File: src/rtl/sdram_sched_pkg.sv
// Shared definitions for the SDRAM request scheduler: parameter defaults,
// FIFO fill-level width and the scheduler FSM state encoding.
package sdram_sched_pkg;

    localparam int BURST_LEN_DEF = 256;
    localparam int ADDR_W_DEF    = 22;
    localparam int RDF_DEPTH_DEF = 512;
    localparam int USEDW_W       = 10;

    typedef enum logic [2:0] {
        S_IDLE   = 3'd0,
        S_WREQ   = 3'd1,
        S_WBURST = 3'd2,
        S_RREQ   = 3'd3,
        S_RBURST = 3'd4,
        S_GAP    = 3'd5
    } state_e;

endpackage

File: src/rtl/sdram_burst_ptr.sv
// Wrapping SDRAM word pointer that advances by one burst per completion.
// The pointer rolls over modulo 2^ADDR_W; bursts never straddle the wrap.
module sdram_burst_ptr
    import sdram_sched_pkg::*;
#(
    parameter int ADDR_W = ADDR_W_DEF,
    parameter int STEP   = BURST_LEN_DEF
) (
    input  logic              clk,
    input  logic              rst_n,
    input  logic              inc,
    input  logic              clr,
    output logic [ADDR_W-1:0] ptr
);

    logic [ADDR_W-1:0] ptr_d;
    logic [ADDR_W-1:0] ptr_q;

    always_comb begin
        ptr_d = ptr_q;
        if (clr) begin
            ptr_d = '0;
        end else if (inc) begin
            ptr_d = ptr_q + ADDR_W'(STEP);
        end
    end

    // NOTE: sequential state uses non-blocking assignments so every flop samples pre-edge values.
    always_ff @(posedge clk or negedge rst_n) begin
        if (!rst_n) begin
            ptr_q <= '0;
        end else begin
            ptr_q <= ptr_d;
        end
    end

    assign ptr = ptr_q;

endmodule

File: src/rtl/sdram_req_sched.sv
// Issues one full-burst write or read request at a time from FIFO fill levels,
// tracking SDRAM write/read pointers and occupancy so the SDRAM acts as one FIFO.
module sdram_req_sched
    import sdram_sched_pkg::*;
#(
    parameter int BURST_LEN = BURST_LEN_DEF,
    parameter int ADDR_W    = ADDR_W_DEF,
    parameter int RDF_DEPTH = RDF_DEPTH_DEF
) (
    input  logic               clk,
    input  logic               rst_n,
    input  logic               sdram_init_done,
    input  logic               flush,
    input  logic [9:0]         wrf_usedw,
    input  logic [9:0]         rdf_usedw,
    output logic               sdram_wr_req,
    output logic               sdram_rd_req,
    input  logic               sdram_wr_ack,
    input  logic               sdram_rd_ack,
    output logic [9:0]         sdwr_byte,
    output logic [9:0]         sdrd_byte,
    output logic [ADDR_W-1:0]  sys_addr,
    output logic [ADDR_W:0]    sdram_level,
    output logic               sdram_full,
    output logic               sdram_empty
);

    localparam int                 LVL_W    = ADDR_W + 1;
    localparam int                 DEPTH    = 2 ** ADDR_W;
    localparam logic [LVL_W-1:0]   LVL_STEP = LVL_W'(BURST_LEN);
    localparam logic [LVL_W-1:0]   FULL_THR = LVL_W'(DEPTH - BURST_LEN);
    localparam logic [USEDW_W-1:0] WR_MIN   = USEDW_W'(BURST_LEN);
    localparam logic [USEDW_W-1:0] RD_MAX   = USEDW_W'(RDF_DEPTH - BURST_LEN);

    state_e             state_q, state_d;
    logic [LVL_W-1:0]   level_q, level_d;
    logic               last_wr_q, last_wr_d;
    logic               flush_pend_q, flush_pend_d;
    logic               wr_req_q, wr_req_d;
    logic               rd_req_q, rd_req_d;
    logic [ADDR_W-1:0]  sys_addr_q, sys_addr_d;
    logic [ADDR_W-1:0]  wr_ptr, rd_ptr;
    logic               wr_ok, rd_ok, flush_any, busy;
    logic               wr_done, rd_done, clr;

    assign sdram_full  = (level_q > FULL_THR);
    assign sdram_empty = (level_q < LVL_STEP);
    assign wr_ok       = sdram_init_done && (wrf_usedw >= WR_MIN) && !sdram_full;
    assign rd_ok       = sdram_init_done && !sdram_empty && (rdf_usedw <= RD_MAX);
    assign flush_any   = flush || flush_pend_q;

    always_ff @(posedge clk or negedge rst_n) begin
        if (!rst_n) begin
            state_q <= S_IDLE;
        end else begin
            state_q <= state_d;
        end
    end

    // NOTE: every comb output gets a default first so no path leaves it unassigned (no latch).
    always_comb begin
        state_d = state_q;
        case (state_q)
            S_IDLE: begin
                if (!flush) begin
                    // On a tie, alternate away from whichever direction ran last.
                    if (wr_ok && (!rd_ok || !last_wr_q)) begin
                        state_d = S_WREQ;
                    end else if (rd_ok) begin
                        state_d = S_RREQ;
                    end
                end
            end
            S_WREQ:   if (sdram_wr_ack)  state_d = S_WBURST;
            S_WBURST: if (!sdram_wr_ack) state_d = S_GAP;
            S_RREQ:   if (sdram_rd_ack)  state_d = S_RBURST;
            S_RBURST: if (!sdram_rd_ack) state_d = S_GAP;
            S_GAP:    state_d = S_IDLE;
            default:  state_d = S_IDLE;
        endcase
    end

    always_comb begin
        busy    = (state_q == S_WREQ) || (state_q == S_WBURST) ||
                  (state_q == S_RREQ) || (state_q == S_RBURST);
        // A flush seen during a burst discards that burst's bookkeeping update.
        wr_done = (state_q == S_WBURST) && !sdram_wr_ack && !flush_any;
        rd_done = (state_q == S_RBURST) && !sdram_rd_ack && !flush_any;
        clr     = ((state_q == S_IDLE) || (state_q == S_GAP)) && flush_any;

        flush_pend_d = busy && flush_any;
        level_d      = level_q;
        last_wr_d    = last_wr_q;
        if (clr) begin
            level_d   = '0;
            last_wr_d = 1'b0;
        end else if (wr_done) begin
            level_d   = level_q + LVL_STEP;
            last_wr_d = 1'b1;
        end else if (rd_done) begin
            level_d   = level_q - LVL_STEP;
            last_wr_d = 1'b0;
        end

        wr_req_d   = (state_d == S_WREQ);
        rd_req_d   = (state_d == S_RREQ);
        sys_addr_d = ((state_d == S_RREQ) || (state_d == S_RBURST)) ? rd_ptr : wr_ptr;
    end

    always_ff @(posedge clk or negedge rst_n) begin
        if (!rst_n) begin
            level_q      <= '0;
            last_wr_q    <= 1'b0;
            flush_pend_q <= 1'b0;
            wr_req_q     <= 1'b0;
            rd_req_q     <= 1'b0;
            sys_addr_q   <= '0;
        end else begin
            level_q      <= level_d;
            last_wr_q    <= last_wr_d;
            flush_pend_q <= flush_pend_d;
            wr_req_q     <= wr_req_d;
            rd_req_q     <= rd_req_d;
            sys_addr_q   <= sys_addr_d;
        end
    end

    sdram_burst_ptr #(.ADDR_W(ADDR_W), .STEP(BURST_LEN)) u_wr_ptr (
        .clk   (clk),
        .rst_n (rst_n),
        .inc   (wr_done),
        .clr   (clr),
        .ptr   (wr_ptr)
    );

    sdram_burst_ptr #(.ADDR_W(ADDR_W), .STEP(BURST_LEN)) u_rd_ptr (
        .clk   (clk),
        .rst_n (rst_n),
        .inc   (rd_done),
        .clr   (clr),
        .ptr   (rd_ptr)
    );

    assign sdram_wr_req = wr_req_q;
    assign sdram_rd_req = rd_req_q;
    assign sys_addr     = sys_addr_q;
    assign sdram_level  = level_q;
    assign sdwr_byte    = 10'(BURST_LEN);
    assign sdrd_byte    = 10'(BURST_LEN);

endmodule
File: config.mk
export PLATFORM = sky130hd
export DESIGN_NAME = sdram_req_sched
export DESIGN_NICKNAME = d
export VERILOG_FILES = /design/src/rtl/sdram_sched_pkg.sv /design/src/rtl/sdram_burst_ptr.sv /design/src/rtl/sdram_req_sched.sv
export SDC_FILE = /design/constraint.sdc
export NUM_CORES = 1
export LEC_CHECK = 0
export ABC_AREA = 1
export BUFFER_PORTS_ARGS = -buffer_cell sky130_fd_sc_hd__buf_4
export CAP_MARGIN = 20
export CORE_AREA = 2 2 122 136
export DETAILED_ROUTE_END_ITERATION = 10
export DIE_AREA = 0 0 124 138
export GPL_ROUTABILITY_DRIVEN = 0
export MAX_ROUTING_LAYER = met4
export PLACE_DENSITY_LB_ADDON = 0.05
export SKIP_CTS_REPAIR_TIMING = 1
export SYNTH_ARGS = -nofsm -noshare
export SYNTH_HDL_FRONTEND = slang
export SYNTH_SLANG_ARGS = --single-unit
File: constraint.sdc
create_clock -name clk -period 3.7 [get_ports clk]
set_input_delay 0.74 -clock clk [delete_from_list [all_inputs] [get_ports clk]]
set_output_delay 0.74 -clock clk [all_outputs]
set_load 0.01 [all_outputs]
==> results of run 1 <==
==> area by class of cell <==
class / count / area [sq um]
clock buffers: 13 / 250
clock inverters: 3 / 65.1
fillers: 1776 / 11300
inverters: 61 / 229
multi-input cells: 363 / 1810
flip-flops and latches: 64 / 1600
well taps: 204 / 255
repair buffers: 52 / 390
==> Yosys cell counts (3+ instances only) <==
cell type	count
dfrtp_1	64
o211ai_1	3
nand2_1	95
buf_2	3
nor3_1	16
inv_2	5
buf_4	38
a21oi_1	30
ha_1	4
nor2_1	51
nand3_1	36
inv_1	56
nor2_2	6
nand2_2	13
a22oi_1	3
clkbuf_1	3
nand4_1	4
o31ai_1	3
nand3_2	4
o21ai_0	36
==> flip-flops by register name, summed over array words and instances (netlist names) <==
signal	flops
flush_pend_q	1
last_wr_q	1
sdram_level	15
sdram_rd_req	1
sdram_wr_req	1
state_q	3
sys_addr	14
u_rd_ptr.ptr	14
u_wr_ptr.ptr	14
==> cell usage in the layout (no fill, tap or decap), types with 9 or more instances in the layout <==
cell / n
nor3_1: 16
clkbuf_16: 9
nand2_2: 13
nor2_1: 51
conb_1: 36
inv_1: 56
dfrtp_1: 64
a21oi_1: 30
nand2_1: 95
nand3_1: 36
buf_4: 52
o21ai_0: 36
==> stage by stage <==
stage | cell area (sq um) | cells
floorplan | 3970 | 533
global placement | 4280 | 744
detailed placement | 4280 | 744
CTS | 4600 | 760
global route | 4600 | 760
finish | 4600 | 760
==> layer usage <==
layer  vias to the layer above  routed length, um
li1                       1654                  -
met5                         -                  0
met4                         0                136
met2                        58               5280
met1                      1541               4480
met3                        12                336
==> cells by family after synthesis <==
family	Yosys count	share of synthesized area (%)
XOR/XNOR	2	0.456
buffers and inverters	106	14.6
AO/OA/AOI/OAI	86	12.5
adder cells (fa/ha/maj)	4	1.30
AND/OR/NAND/NOR	235	29.3
flip-flops	64	41.7
other	2	0.195
==> worst min-delay path by stage <==
stage | from | end | slack, ps | cells after the start
6_report | u_rd_ptr.ptr[20] | sys_addr[20] | 500 | 2
2_1_floorplan | rst_n | flush_pend_q | 440 | 0
3_3_place_gp | u_rd_ptr.ptr[20] | sys_addr[20] | 490 | 2
5_1_grt | u_wr_ptr.ptr[20] | sys_addr[20] | 530 | 2
3_5_place_dp | u_rd_ptr.ptr[20] | sys_addr[20] | 490 | 2
4_1_cts | u_rd_ptr.ptr[20] | sys_addr[20] | 510 | 2
==> critical path: stages (launching register included) <==
cell	delay (ps)
dfrtp_1	440
ha_1	200
nand3_1	170
nor3_1	210
nand3_1	110
nand2_2	160
inv_1	50
buf_4	140
==> report_power, final <==
part	total (mW)	switching (mW)	internal, mW
Clock	0.926	0.318	0.608
Sequential	0.944	0.135	0.809
Combinational	1.30	0.869	0.434
==> impl_metrics.toml, run 1 <==
[worst_setup_path]
worstSetupPathType = "reg2out"
start_kind = "register"
critPathLaunch = "sdram_level[9]"
rrSetupSlack_ps = 1590
arrival_ps = 1820
crit_required_ps = 2960
endpoint_kind = "output pin"
reg2regPathDepth = 14
endpoint = "sdram_full"
crit_fanout = 6
reg2reg_from = "state_q[0]"
r2r_end = "u_wr_ptr.ptr[21]"

[sta]
layout_setup_ws_ps = 1140
tightestPinTransition_ps = 876
slew_headroom_pct = 41.6
setup_viol_count_final = 0
finalHoldViolCount = 0
period_share_pct = 69.2
fmax_mhz = 391
slew_violations = 0
period_needed_ps = 2560
skew_ps = 5.02
whs_ps = 501
rsz0062_at_grt = "no"
tns_ps = 0

[grt]
groute.usage.overall_pct = 13.1
met2_usage_pct = 21.9
use_met1_pct = 15.4
antenna_found_initial = 0
grt_pass1_vias = 3268
top_usage_layer = "met2"
use_met3_pct = 3.42
grt_pass1_wl_um = 16900
grt_overflow = 0
grt_max_degree = 65

[drt]
viasPerCell = 4.30
wl_per_cell_um = 13.5
dr_total_vias = 3265
initialDrtViolationCount = 166
ant_nets = 0
wirelength_um = 10200
firstDrtPassIters = 4
remaining_drc_errors = 0

[power_and_ir_drop]
total_power_mw = 3.17
vdd_ir_drop_max_v = 0.000263
p_per_area_nw_per_um2 = 690
cellLeakagePower_nw = 2.27

[die]
design.core.area_sq_um = 15900
die_w_um = 124
die_y_um = 138
io_pins = 95
initial_core_util_pct = 24.1
rows = 49
dieArea_sq_um = 17100

[finish]
diodes = 0
fin_util_pct = 28.9
drive_gt1_share_pct = 18.2
nets = 581
syn_to_final_growth_pct = 19.7

[place]
hpwl_um = 7390
io_buffers = 50
dpl_worst_slack_ps = 1050

[clock_network]
cts_root_buf = "clkbuf_16"
clock_sinks = 64
insertion_delay_ps = 330
clock_tree.buffer_depth = 2
cts_tree = "yes"
htree_levels = 3
clk_pin_slew_ps = 60
cts-buffers-inserted = 9

[synthesis]
synth_top_area_share_pct = 41.7
synth_edf_count = 0
syn_area_sq_um = 3840
synth_area_per_cell_sq_um = 7.70
synth_flop_cell = "dfrtp_1"
yosys.area.top_type = "dfrtp_1"
ys_seq_area_share_pct = 41.7
ys_seq_elements = 64
yosys_warnings = 0
syn_inst = 499
async_flop_share_pct = 100
synthTopCellsByArea = "dfrtp_1 42%, nand2_1 9.3%, buf_4 7.4%"
netlist-cell-type-count = 39

[job]
drv_cap = 0

[hold_path]
min_path_type = "reg2reg"

[run_status]
status = "complete, no violations"
(Power assumes the default switching activity.)
==> run 2, diff against run 1 <==
- clock period: 3.7 -> 2.3 ns (I/O delays scaled with it)
==> run 2 against run 1 <==
  * Sequential cell count did not move
  * First-iteration DRC count fell by 34%
  * Clock-buffer cell count fell by 2
  * Power rose by 63%
  * Highest routed layer unchanged
==> impl_metrics.toml, run 2 (synthesized netlist as in run 1, its figures left out) <==
[finish]
layout_commonest_cell = "nand2_1"
fin_cells = 766
multi_input_area_sq_um = 1820
syn_to_final_growth_pct = 21.7
largest_reg_flops = 15
most-common-layout-cells = "95 x nand2_1, 62 x dfrtp_1, 57 x buf_4, 56 x inv_1, 51 x nor2_1"
nets = 587
drive_gt1_share_pct = 20.1
fin_area_sq_um = 4680
regArea_sq_um = 1600
diodes = 0
fillers = 1799

[sta]
finalHoldViolCount = 0
layout_setup_ws_ps = 166
period_share_pct = 92.8
fmax_mhz = 469
rsz0062_at_grt = "no"
skew_ps = 6.08
period_needed_ps = 2130
tns_ps = 0
setup_viol_count_final = 0
slew_violations = 0

[drt]
firstDrtPassIters = 4
dr_total_vias = 3261
wirelength_um = 10100
ant_nets = 0
wl_per_cell_um = 13.2
initialDrtViolationCount = 110
remaining_drc_errors = 0
viasPerCell = 4.26

[grt]
antenna_found_initial = 0
grt_overflow = 0
grt_pass1_vias = 3333
grt_pass1_wl_um = 16900
grt_max_degree = 36
groute.usage.overall_pct = 13.0

[worst_setup_path]
arrival_ps = 1670
crit_fanout = 6
crit_required_ps = 1840
path_cells = "ha_1 > nand3_2 > nor3_2 > nand3_1 > nand2_2 > inv_1 > buf_4"
cp_slowest_cell = "dfrtp_2"
r2r_end = "sys_addr[8]"
worstSetupPathType = "reg2out"
endpoint_kind = "output pin"
timing.critical_path.buf_inv = 2
critical-path-top-delay-family = "simple AND/OR/NAND/NOR gates"
slowest_delay_ps = 410
rrSetupSlack_ps = 290
reg2reg_from = "sdram_level[9]"
start_kind = "register"
reg2regPathDepth = 11

[clock_network]
cts_tree = "yes"
cts_root_buf = "clkbuf_16"
clock_sinks = 64
htree_levels = 3
cts-buffers-inserted = 9
clk_pin_slew_ps = 60
clock_tree.buffer_depth = 2
insertion_delay_ps = 330

[die]
rows = 49
initial_core_util_pct = 24.1
die_y_um = 138
io_pins = 95
die_w_um = 124
dieArea_sq_um = 17100
design.core.area_sq_um = 15900

[place]
dpl_worst_slack_ps = 208
io_buffers = 50
placed_area_sq_um = 4340
dp_cells = 750
hpwl_um = 7570

[power_and_ir_drop]
cellLeakagePower_nw = 2.30
total_power_mw = 5.19
p_per_area_nw_per_um2 = 1110
vdd_ir_drop_max_v = 0.000383

[hold_path]
min_path_type = "in2async"

[job]
drv_cap = 0

[run_status]
status = "complete, no violations"
run 2: cell types whose count changed in the layout (fill, tap and decap cells not counted), sizes merged:
cell / previous run / this run
buf: 52 / 58
clkbuf: 13 / 11
clkinvlp: 0 / 2
run 2: area by class of cell:
cell class                 instances  area share (%)
timing repair buffer              58            9.58
multi-input combinational        363            38.9
clock buffer                      11            5.19
inverter                          61            4.90
tap                              204            5.46
sequential                        64            34.3
clock inverter                     5            1.71
run 2: how the worst max path moves through the flow:
stage / startpoint / endpoint / cells past startpoint
after floorplan: sdram_level[9] / sys_addr[16] / 13
after global placement: sdram_level[9] / sys_addr[10] / 10
after detailed placement: sdram_level[9] / sys_addr[8] / 10
after CTS: sdram_level[9] / sdram_full / 7
after global routing: sdram_level[9] / sdram_full / 7
final: sdram_level[9] / sdram_full / 7
run 2: stage by stage:
step | hold slack (ps) | util (%)
3_5_place_dp | 443 | 27.2
2_1_floorplan | 164 | -
3_3_place_gp | 437 | 27.2
5_1_grt | 95.0 | 29.3
6_report | 65.3 | 29.3
4_1_cts | 81.6 | 29.3
run 2: power by group:
group	switching (mW)	internal, mW
registers	0.208	1.30
logic	1.43	0.743
clock network	0.527	0.977
total	2.16	3.02
run 2: metal layers:
metal / global-route usage [%] / share of wire (%)
met1: 15.7 / 44
met2: 21.8 / 51
met3: 2.10 / 2.9
met4: 4.44 / 1.6
met5: - / 0
